[config.mk]
export PLATFORM = sky130hd
export DESIGN_NAME = ring_phase_monitor
export DESIGN_NICKNAME = d
export VERILOG_FILES = /design/src/rtl/ring_pkg.sv /design/src/rtl/onehot_encoder.sv /design/src/rtl/ring_phase_monitor.sv
export SDC_FILE = /design/constraint.sdc
export NUM_CORES = 1
export LEC_CHECK = 0
export ABC_AREA = 1
export BUFFER_PORTS_ARGS = -buffer_cell sky130_fd_sc_hd__buf_2
export CORE_MARGIN = 2
export CORE_UTILIZATION = 35
export DETAILED_ROUTE_END_ITERATION = 8
export PLACE_DENSITY = 0.67
export SYNTH_ARGS = -nofsm -noshare
export SYNTH_HDL_FRONTEND = slang
export SYNTH_SLANG_ARGS = --single-unit
[constraint.sdc]
create_clock -name clk -period 1.5 [get_ports clk]
set_input_delay 0.15 -clock clk [delete_from_list [all_inputs] [get_ports clk]]
set_output_delay 0.15 -clock clk [all_outputs]
set_load 0.01 [all_outputs]
[src/rtl/ring_pkg.sv]
// ring_pkg
//   Shared definitions for consumers of the one-hot ring counter.
//   - state_t  : phase-monitor FSM encodings (IDLE, ACQUIRE, LOCKED, FAULT)
//   - ERR_*    : first-fault cause codes reported on err_code
//   - rotl()   : rotate-left of the low w bits of a vector, used to predict
//                the next legal ring phase from the previous one
package ring_pkg;

  typedef enum logic [1:0] {
    ST_IDLE    = 2'b00,
    ST_ACQUIRE = 2'b01,
    ST_LOCKED  = 2'b10,
    ST_FAULT   = 2'b11
  } state_t;

  localparam logic [1:0] ERR_NONE   = 2'b00;
  localparam logic [1:0] ERR_ONEHOT = 2'b01;
  localparam logic [1:0] ERR_ORDER  = 2'b10;
  localparam logic [1:0] ERR_STALL  = 2'b11;

  // Widest ring the rotate helper supports; callers zero-extend into it.
  localparam int MAX_W = 64;

  // Rotate the low w bits of v left by one; bits at or above w come back 0.
  function automatic logic [MAX_W-1:0] rotl(input logic [MAX_W-1:0] v,
                                            input int               w);
    logic [MAX_W-1:0] r;
    r = {MAX_W{1'b0}};
    for (int i = 0; i < MAX_W; i++) begin
      if (i < w) begin
        if (i == w - 1) begin
          r[0] = v[i];
        end else begin
          r[i+1] = v[i];
        end
      end else begin
        r[i] = r[i];
      end
    end
    return r;
  endfunction

endpackage

[src/rtl/onehot_encoder.sv]
// onehot_encoder
//   Combinational one-hot checker and binary encoder, reusable by any ring
//   consumer.
//   Ports:
//     vec        in  [WIDTH-1:0]          candidate one-hot vector
//     is_onehot  out                      exactly one bit of vec is set
//     index      out [$clog2(WIDTH)-1:0]  position of the set bit
//                                         (meaningful only when is_onehot=1)
module onehot_encoder #(
  parameter int WIDTH = 4
) (
  input  logic [WIDTH-1:0]         vec,
  output logic                     is_onehot,
  output logic [$clog2(WIDTH)-1:0] index
);

  localparam int IDX_W = $clog2(WIDTH);
  localparam int CNT_W = $clog2(WIDTH + 1);

  logic [CNT_W-1:0] cnt_s;
  logic [IDX_W-1:0] idx_s;

  // Population count and OR-reduced positions; with a single set bit the OR
  // of positions is exactly that bit's index.
  always_comb begin
    cnt_s = {CNT_W{1'b0}};
    idx_s = {IDX_W{1'b0}};
    for (int i = 0; i < WIDTH; i++) begin
      if (vec[i]) begin
        cnt_s = cnt_s + CNT_W'(1);
        idx_s = idx_s | IDX_W'(i);
      end else begin
        cnt_s = cnt_s;
      end
    end
  end

  assign is_onehot = (cnt_s == CNT_W'(1));
  assign index     = idx_s;

endmodule

[src/rtl/ring_phase_monitor.sv]
// ring_phase_monitor
//   Watches the phase of a one-hot ring counter, checks that every sampled
//   phase is one-hot and advances by exactly one rotate-left step, encodes
//   the phase to a binary index, counts full revolutions once locked, and
//   latches a sticky fault when the ring corrupts.
//
//   Optional build macro: RING_PHASE_MONITOR_AUTORECOVER_EN
//     defined   : in FAULT a one-hot sample restarts acquisition (err stays
//                 sticky until clr_err)
//     undefined : FAULT is left only through clr_err or reset
//
//   Ports:
//     clk          in   rising-edge clock
//     rst          in   asynchronous active-low reset
//     en           in   phase-advance strobe; phase_in only sampled when 1
//     phase_in     in   [WIDTH-1:0] one-hot phase from the ring counter
//     clr_err      in   clears fault/sticky error, FSM back to IDLE
//     index        out  binary index of the last accepted phase
//     index_valid  out  locked and index current
//     locked       out  FSM in LOCKED
//     err          out  sticky fault flag
//     err_code     out  first-fault cause (ring_pkg ERR_*)
//     rev_count    out  revolutions completed while locked (wraps)
//     rev_pulse    out  one-cycle pulse per completed revolution
//   All outputs are registered: one cycle from a sampled phase to outputs.
module ring_phase_monitor
  import ring_pkg::*;
#(
  parameter int WIDTH     = 4,
  parameter int REV_CNT_W = 8,
  parameter int LOCK_CNT  = 2
) (
  input  logic                     clk,
  input  logic                     rst,
  input  logic                     en,
  input  logic [WIDTH-1:0]         phase_in,
  input  logic                     clr_err,
  output logic [$clog2(WIDTH)-1:0] index,
  output logic                     index_valid,
  output logic                     locked,
  output logic                     err,
  output logic [1:0]               err_code,
  output logic [REV_CNT_W-1:0]     rev_count,
  output logic                     rev_pulse
);

  localparam int IDX_W  = $clog2(WIDTH);
  localparam int STEP_W = $clog2(LOCK_CNT + 1);

  state_t               state_r,     state_nx;
  logic [WIDTH-1:0]     prev_r,      prev_nx;
  logic [STEP_W-1:0]    step_r,      step_nx;
  logic [IDX_W-1:0]     index_r,     index_nx;
  logic                 err_r,       err_nx;
  logic [1:0]           err_code_r,  err_code_nx;
  logic [REV_CNT_W-1:0] rev_count_r, rev_count_nx;
  logic                 rev_pulse_r, rev_pulse_nx;
  logic                 locked_r;
  logic                 index_valid_r;

  logic                 onehot_s;
  logic [IDX_W-1:0]     enc_idx_s;
  logic [WIDTH-1:0]     rot_s;
  logic [1:0]           seq_cause_s;
  logic                 fault_s;
  logic [1:0]           fault_cause_s;

  onehot_encoder #(.WIDTH(WIDTH)) u_enc (
    .vec       (phase_in),
    .is_onehot (onehot_s),
    .index     (enc_idx_s)
  );

  assign rot_s = WIDTH'(rotl(MAX_W'(prev_r), WIDTH));

  // Sequence check in priority order: one-hot, then stall, then order.
  always_comb begin
    seq_cause_s = ERR_NONE;
    if (!onehot_s) begin
      seq_cause_s = ERR_ONEHOT;
    end else if (phase_in == prev_r) begin
      seq_cause_s = ERR_STALL;
    end else if (phase_in != rot_s) begin
      seq_cause_s = ERR_ORDER;
    end else begin
      seq_cause_s = ERR_NONE;
    end
  end

  // Next-state, datapath and fault bookkeeping.
  always_comb begin
    state_nx      = state_r;
    prev_nx       = prev_r;
    step_nx       = step_r;
    index_nx      = index_r;
    err_nx        = err_r;
    err_code_nx   = err_code_r;
    rev_count_nx  = rev_count_r;
    rev_pulse_nx  = 1'b0;
    fault_s       = 1'b0;
    fault_cause_s = ERR_NONE;

    case (state_r)
      ST_IDLE: begin
        // prev is meaningless here, so only one-hot legality is checked.
        if (en) begin
          if (onehot_s) begin
            state_nx = ST_ACQUIRE;
            prev_nx  = phase_in;
            step_nx  = {STEP_W{1'b0}};
            index_nx = enc_idx_s;
          end else begin
            fault_s       = 1'b1;
            fault_cause_s = ERR_ONEHOT;
          end
        end else begin
          state_nx = state_r;
        end
      end

      ST_ACQUIRE: begin
        if (en) begin
          if (seq_cause_s == ERR_NONE) begin
            prev_nx  = phase_in;
            index_nx = enc_idx_s;
            step_nx  = step_r + STEP_W'(1);
            if (step_r == STEP_W'(LOCK_CNT - 1)) begin
              state_nx = ST_LOCKED;
            end else begin
              state_nx = ST_ACQUIRE;
            end
          end else begin
            fault_s       = 1'b1;
            fault_cause_s = seq_cause_s;
          end
        end else begin
          state_nx = state_r;
        end
      end

      ST_LOCKED: begin
        if (en) begin
          if (seq_cause_s == ERR_NONE) begin
            prev_nx  = phase_in;
            index_nx = enc_idx_s;
            // Wrapping from the top bit back to bit 0 closes a revolution.
            if (prev_r[WIDTH-1]) begin
              rev_count_nx = rev_count_r + REV_CNT_W'(1);
              rev_pulse_nx = 1'b1;
            end else begin
              rev_count_nx = rev_count_r;
            end
          end else begin
            fault_s       = 1'b1;
            fault_cause_s = seq_cause_s;
          end
        end else begin
          state_nx = state_r;
        end
      end

      ST_FAULT: begin
        // prev is stale after a fault, so only one-hot legality matters.
        if (en && !onehot_s) begin
          fault_s       = 1'b1;
          fault_cause_s = ERR_ONEHOT;
        end else if (clr_err) begin
          state_nx    = ST_IDLE;
          err_nx      = 1'b0;
          err_code_nx = ERR_NONE;
          prev_nx     = {WIDTH{1'b0}};
          step_nx     = {STEP_W{1'b0}};
        end else begin
`ifdef RING_PHASE_MONITOR_AUTORECOVER_EN
          if (en) begin
            state_nx = ST_ACQUIRE;
            prev_nx  = phase_in;
            step_nx  = {STEP_W{1'b0}};
            index_nx = enc_idx_s;
          end else begin
            state_nx = state_r;
          end
`else
          state_nx = state_r;
`endif
        end
      end

      default: begin
        state_nx = ST_IDLE;
      end
    endcase

    // Only the first cause is kept, unless this very cycle clears the fault.
    if (fault_s) begin
      state_nx = ST_FAULT;
      err_nx   = 1'b1;
      if (!err_r || ((state_r == ST_FAULT) && clr_err)) begin
        err_code_nx = fault_cause_s;
      end else begin
        err_code_nx = err_code_r;
      end
    end else begin
      err_nx = err_nx;
    end
  end

  // State and output registers.
  always_ff @(posedge clk or negedge rst) begin
    if (!rst) begin
      state_r       <= ST_IDLE;
      prev_r        <= {WIDTH{1'b0}};
      step_r        <= {STEP_W{1'b0}};
      index_r       <= {IDX_W{1'b0}};
      err_r         <= 1'b0;
      err_code_r    <= ERR_NONE;
      rev_count_r   <= {REV_CNT_W{1'b0}};
      rev_pulse_r   <= 1'b0;
      locked_r      <= 1'b0;
      index_valid_r <= 1'b0;
    end else begin
      state_r       <= state_nx;
      prev_r        <= prev_nx;
      step_r        <= step_nx;
      index_r       <= index_nx;
      err_r         <= err_nx;
      err_code_r    <= err_code_nx;
      rev_count_r   <= rev_count_nx;
      rev_pulse_r   <= rev_pulse_nx;
      locked_r      <= (state_nx == ST_LOCKED);
      index_valid_r <= (state_nx == ST_LOCKED);
    end
  end

  assign index       = index_r;
  assign index_valid = index_valid_r;
  assign locked      = locked_r;
  assign err         = err_r;
  assign err_code    = err_code_r;
  assign rev_count   = rev_count_r;
  assign rev_pulse   = rev_pulse_r;

endmodule

==> summary.txt, run 1 <==
Critical path
  • Critical-path cell list: buf_12 -> inv_12 -> ha_4 -> nand2_2 -> inv_2 -> nor2_4 -> ha_4 -> nand2_4 -> xnor2_4 -> nand2_1 -> buf_4 -> nor4_1 -> nand3_2 -> nand2_1
  • Required time of the worst setup path: 1.70 ns
  • Startpoint Class: primary input
  • Worst path max stage delay: 0.35 ns
  • Arrival time at the worst endpoint: 2.03 ns
  • CP max stage cell: nor4_1
  • Crit path max fanout: 4
  • Setup Crit Path Kind: primary input to flip-flop
  • Crit end category: flip-flop

Pwr
  • Pwr/cell area: 1470 mW/mm^2
  • P_leak: 1.24 nW
  • Max VDD drop: 0.000657 V

Timing
  • Hold slack: 0.211 ns
  • Clock Skews: 0.00176 ns
  • Min Tclk post-route: 1.83 ns
  • Slew HR: 65.6%
  • Fmax: 0.547 GHz
  • Final setup viols: 22
  • Slew @ Worst Pin: 0.515 ns
  • Worst Slack Setup Final: -0.328 ns
  • Final Max Tran Viols: 0
  • Final period util: 122%
  • Fin. Hold Viols: 0
  • RSZ-0062 raised after global routing: yes

Synthesis
  • Cell variety after synth: 24
  • Post-synth top area share: 35.9%
  • Seq cells post-synth: 23
  • Syn nets: 240
  • Synthesis Warnings: 0
  • Cells after Synth: 222
  • Avg Inst Size Synth: 7.23 um^2
  • Sequential element share of the synthesized area: 35.9%
  • Mapped Area: 0.00161 mm^2
  • Largest area contributor in the netlist: dfrtp_1
  • Area contributors post-synth: dfrtp_1 (36%), nand2_1 (17%), ha_1 (7.8%)

Clock tree
  • CTS Sinks: 23
  • H-tree levels: 1
  • CTS tree: built
  • Clk slew on worst S/H paths: 0.08 ns
  • Clk root buf: clkbuf_8
  • Max clock buf depth: 2
  • Total CTS buffers: 3
  • Clock Latency Late Sink: 0.26 ns

Drt
  • DR iter-0 viols: 46
  • Drt drc: 0
  • Antenna Nets Post-Route: 0
  • Drt total wl: 3.63 mm
  • Pre-Repair DR Iteration Count: 4
  • Vias per cell: 4.58
  • Vias: 1506
  • Routed length per instance: 11.0 um

Placed design
  • Hpwl dp: 2.83 mm
  • # port buffers: 23
  • Pre-CTS WS: -0.775 ns
  • GPL Wtd Cong: 0.875

Die
  • Initial Utilization: 36.6%
  • DIE HEIGHT: 71.7 um
  • FP Rows: 24
  • Core box area: 0.00438 mm^2
  • I/O pin total: 24
  • Chip width: 71.7 um
  • Die area: 0.00514 mm^2

GRT
  • Global-route wire length before repair: 6.09 mm
  • Busiest grt layer: met2
  • Tot GR Track Use: 15.0%
  • M1 GR Usage: 21.1%
  • GR Overflow Total: 0
  • M2 GR Usage: 23.8%
  • GR Util met3: 2.11%
  • Number of global-route vias before repair: 1400
  • Initial antenna violation count: 0
  • Largest net degree at the start of global routing: 24

Layout
  • N_diodes: 0
  • Commonest non-fill, non-tap cell in the layout: nand2_1
  • Syn-to-layout area delta: 44.0%
  • FF/Latch Area: 576 um^2
  • Fin nets: 296
  • Filler cell count: 427
  • Most frequent cells in the layout: nand2_1 (64), inv_1 (28), buf_4 (28)
  • Area taken by multi-input logic gates: 0.00109 mm^2
  • Share of layout cells above drive strength 1: 38.3%

Worst hold path
  • Hold WC Path Type: primary input to flip-flop

Flow run
  • Total of max-cap violations: 0

Run status
  • Status: finished with violations
  • Violated checks: negative setup slack
==> per-layer routing <==
layer | part of all wire (%) | vias to the layer above
met1 | 50 | 682
met2 | 46 | 20
met3 | 2.5 | 4
li1 | - | 800
met4 | 1.3 | 0
met5 | 0 | -
==> state kept, by name, summed over array words and instances, names as in the netlist <==
signal	flops
prev_r	4
rev_pulse	1
step_r	2
rev_count	8
index_valid	1
err_code	2
err	1
state_r	2
index	2
==> worst paths after layout <==
path	startpoint	endpoint	slack [ns]	depth (start not counted)
worst max-delay path	phase_in[0]	err_code[1]	-0.33	14
worst min-delay path	phase_in[3]	prev_r[3]	0.21	3
worst max register to register	prev_r[0]	index_valid	-0.23	15
worst min register to register	err_code[0]	err_code[0]	0.48	2
max in group asynchronous	rst	state_r[0]	0.77	2
min in group asynchronous	rst	rev_count[3]	0.38	2
==> power breakdown <==
part,switching (mW),internal [mW],total (mW)
clock,0.192,0.190,0.382
sequential,0.124,0.790,0.914
combinational,1.19,0.916,2.11
total,1.51,1.90,3.40
==> final cells by class <==
class                           count  area share [%]
Tap cell                           52            2.81
Multi-Input combinational cell    162            47.0
Clock buffer                        4            1.95
Inverter                           34            6.60
Sequential cell                    23            24.9
Timing Repair Buffer               54            16.8
==> worst max-delay path: cells and delay by family <==
| family | cells | cell delay, ns |
|---|---|---|
| fa+ha+maj | 2 | 0.38 |
| xor+xnor | 1 | 0.20 |
| simple gates | 7 | 0.96 |
| buf+inv | 4 | 0.33 |
==> through the flow <==
stage	util, %	TNS, ns	std cells	area [um^2]	total power [mW]
after global routing	52.7	-8.42	329	2310	3.72
after detailed placement	47.3	-15.08	321	2070	2.77
final	52.7	-5.26	329	2310	3.40
after floorplan	-	-5.81	222	1710	2.11
after global placement	47.3	-13.54	321	2070	2.74
after CTS	50.4	-5.18	328	2210	3.26
==> cells in the mapped netlist <==
master	number
nand2_2	3
a21oi_1	3
nand2_1	73
or2_2	2
nor2_2	6
nand3_2	1
dfrtp_1	23
buf_4	2
o21ai_1	5
nor4_1	1
xnor2_1	8
inv_1	33
nand3_4	1
o21ai_0	12
nor3_1	1
nand4_1	3
xor2_1	5
nor2_1	10
nand3b_1	1
ha_1	10
buf_2	1
inv_2	1
nor2_4	2
nand3_1	15
==> cells by family after synthesis <==
family / count (synthesis) / share of synthesized area [%]
adder cells (fa/ha/maj): 10 / 7.79
flip-flops: 23 / 35.9
buffers and inverters: 37 / 9.20
AND/OR/NAND/NOR: 119 / 33.8
XOR/XNOR: 13 / 7.09
AO/OA/AOI/OAI: 20 / 6.24
==> repair_timing <==
| item | CTS | global route |
|---|---|---|
| endpoints found under the hold margin | 23 | 0 |
| hold buffers | 1 | 0 |
| resized for setup | 18 | 19 |
| setup buffers | 2 | 1 |
| pin swaps | 18 | 14 |
| endpoints found under the setup margin | 23 | 23 |
No activity file was read; power rests on OpenSTA's default activity.
==> run 2: changes to the inputs <==
--- a/config.mk
+++ b/config.mk
@@ -7,6 +7,7 @@
 export LEC_CHECK = 0
 export ABC_AREA = 1
 export BUFFER_PORTS_ARGS = -buffer_cell sky130_fd_sc_hd__buf_2
+export CORE_ASPECT_RATIO = 0.9
 export CORE_MARGIN = 2
 export CORE_UTILIZATION = 35
 export DETAILED_ROUTE_END_ITERATION = 8
==> run 2 against run 1 <==
Effect of this change: the flow still finishes with violations (negative setup slack); first-iteration DRC count up 65%; register-to-register slack gained 0.04 ns; routed wire length increased by 0.83%; sequential share of layout area is essentially flat; utilization down 0.48 points; clock skew is 0.0017 ns higher; critical endpoint is now rev_count[7]; largest cell class unchanged.
==> summary.txt, run 2 (synthesized netlist as in run 1, its figures left out) <==
Layout
  • Post-route cell area: 0.00232 mm^2 (+0.16%)
  • Filler cell count: 425 (-0.47%)
  • FF/Latch Area: 577 um^2 (+0.22%)
  • N_diodes: 0 (unchanged)
  • Area taken by multi-input logic gates: 0.00106 mm^2 (-2.8%)
  • Fin nets: 298 (+0.68%)
  • Post-route insts no fill: 341 (+3.6%)
  • Commonest non-fill, non-tap cell in the layout: nand2_1
  • Share of layout cells above drive strength 1: 39.1% (+0.80 points)
  • Max FFs per register: 8 (unchanged)
  • Syn-to-layout area delta: 44.3%
  • Most frequent cells in the layout: nand2_1 (65), inv_1 (30), buf_4 (29)
  • Final core area utilization: 52.3% (-0.48 points)

Pwr
  • P_leak: 1.23 nW (-0.88%)
  • Pwr/cell area: 1470 mW/mm^2 (-0.27%)
  • Psw: 1.51 mW (+0.49%)
  • Internal power: 1.88 mW (-0.57%)
  • Seq pwr share: 27.3% (+0.4 points)
  • Total power: 3.40 mW (-0.11%)
  • Max VDD drop: 0.000674 V (+2.6%)
  • Clock power share: 11.4% (+0.2 points)
  • Net Sw Frac: 44.6% (+0.26 points)
  • Comb pwr share: 61.3% (-0.6 points)

Timing
  • Final Max Tran Viols: 0 (unchanged)
  • Slew HR: 63.5% (-2.2 points)
  • Worst Slack Setup Final: -0.310 ns (+0.0182 ns)
  • Fmax: 0.553 GHz (+1.0%)
  • Final period util: 121% (-1.2 points)
  • Slew @ Worst Pin: 0.542 ns (+0.0267 ns)
  • Min Tclk post-route: 1.81 ns (-0.0182 ns)
  • Hold slack: 0.204 ns (-0.00688 ns)
  • Fin. Hold Viols: 0 (unchanged)
  • Final setup viols: 23 (+4.5%)
  • RSZ-0062 raised after global routing: yes
  • Clock Skews: 0.00342 ns (+0.00166 ns)
  • Setup TNS: -5.41 ns (-0.150 ns)

GRT
  • Global-route wire length before repair: 6.44 mm (+5.7%)
  • Number of global-route vias before repair: 1480 (+5.7%)
  • Largest net degree at the start of global routing: 24 (unchanged)
  • Tot GR Track Use: 16.1% (+1.1 points)
  • Initial antenna violation count: 0 (unchanged)
  • GR Overflow Total: 0 (unchanged)

Critical path
  • Setup slack, reg-to-reg: -0.19 ns (+0.04 ns)
  • CP Capture Point: rev_count[7]
  • Crit path max fanout: 4 (unchanged)
  • FF-to-FF Start: prev_r[0]
  • Required time of the worst setup path: 1.66 ns (-0.04 ns)
  • Setup Crit Path Kind: primary input to flip-flop
  • Arrival time at the worst endpoint: 1.97 ns (-0.06 ns)
  • CP startpoint: phase_in[0]
  • Startpoint Class: primary input
  • Crit end category: flip-flop
  • FF-to-FF End: index_valid
  • Depth of the most critical reg-to-reg path: 15 (unchanged)

Clock tree
  • H-tree levels: 1 (unchanged)
  • CTS tree: built
  • Clock Latency Late Sink: 0.26 ns (about the same)
  • Max clock buf depth: 2 (unchanged)
  • Total CTS buffers: 3 (unchanged)
  • CTS Sinks: 23 (unchanged)
  • Clk root buf: clkbuf_8
  • Clk slew on worst S/H paths: 0.08 ns (about the same)

Die
  • Die area: 0.00515 mm^2 (about the same)
  • Initial Utilization: 36.2% (-0.39 points)
  • DIE HEIGHT: 68.3 um (-4.8%)
  • FP Rows: 23 (-4.2%)
  • Core box area: 0.00443 mm^2 (+1.1%)
  • Chip width: 75.4 um (+5.1%)
  • I/O pin total: 24 (unchanged)

Flow run
  • Total of max-cap violations: 0 (unchanged)

Worst hold path
  • Hold WC Path Type: primary input to flip-flop

Placed design
  • Pre-CTS WS: -0.769 ns (+0.00581 ns)
  • Placed cell area: 0.00209 mm^2 (+0.97%)
  • Hpwl dp: 2.85 mm (+0.60%)
  • GPL Wtd Cong: 0.787 (-10%)
  • # port buffers: 23 (unchanged)
  • Post-placement cell count: 332 (+3.4%)

Drt
  • Drt total wl: 3.66 mm (+0.83%)
  • Pre-Repair DR Iteration Count: 6 (+2)
  • DR iter-0 viols: 76 (+65%)
  • Routed length per instance: 10.7 um (-2.7%)
  • Antenna Nets Post-Route: 0 (unchanged)
  • Drt drc: 0 (unchanged)
  • Vias: 1509 (+0.20%)
  • Vias per cell: 4.43 (-3.3%)

Run status
  • Violated checks: negative setup slack
  • Status: finished with violations
-- run 2: cell count changes in the layout (fill, tap and decap cells not counted), moves of 2 or more --
cell / before / now
xnor2_2: 0 / 2
inv_1: 28 / 30
o21ai_0: 4 / 2
inv_2: 4 / 2
o21ai_1: 8 / 11
nor2_2: 5 / 7
-- run 2: what timing repair did --
item                                   in CTS  in global routing
pin swaps                                  20                  3
resized for setup                          24                 11
buffers inserted                            2                  3
endpoints found under the hold margin      23                  0
hold buffers                                1                  0
setup endpoints to repair                  23                 23
-- run 2: worst min path at each step --
stage	start	end	slack (ns)	depth (start not counted)
after global placement	rst	index[0]	0.15	1
after global routing	en	rev_count[6]	0.20	3
after detailed placement	rst	index[0]	0.16	1
after floorplan	rst	err	-0.15	0
after CTS	en	rev_count[6]	0.20	3
final	en	rev_count[6]	0.20	3
-- run 2: area by class of cell --
cell class | count | area share (%)
multi-input cells | 162 | 45.6
flip-flops and latches | 23 | 24.9
repair buffers | 56 | 17.6
inverters | 34 | 6.59
well taps | 62 | 3.35
clock buffers | 3 | 1.78
clock inverters | 1 | 0.216
-- run 2: power groups by stage --
| stage | clock network [mW] | registers [mW] | logic [mW] |
|---|---|---|---|
| after floorplan | 0 | 0.962 | 1.15 |
| after global placement | 0 | 0.928 | 1.78 |
| after detailed placement | 0 | 0.927 | 1.81 |
| after CTS | 0.404 | 0.918 | 1.95 |
| after global routing | 0.443 | 0.951 | 2.37 |
| final | 0.388 | 0.927 | 2.08 |
-- run 2: metal layers --
metal	share of wire [%]	track usage (%)	up-vias
met5	0	0	-
met4	0.57	2.63	0
met3	3.9	3.09	2
met2	45	26.8	25
met1	50	22.0	679
li1	-	-	803
-- run 2: critical path, cell delays in order --
cell and delay [ns]:
buf_12 0.09, inv_12 0.03, ha_4 0.24, nand2_2 0.06, inv_2 0.05, nor2_4 0.10, ha_4 0.20, nor2_1 0.08
o21ai_1 0.08, nand2_1 0.10, nand3_2 0.12, nor2_4 0.17, nand3_4 0.11, nor2_4 0.11, nand2_2 0.08, o21ai_1 0.12
nand2_1 0.06
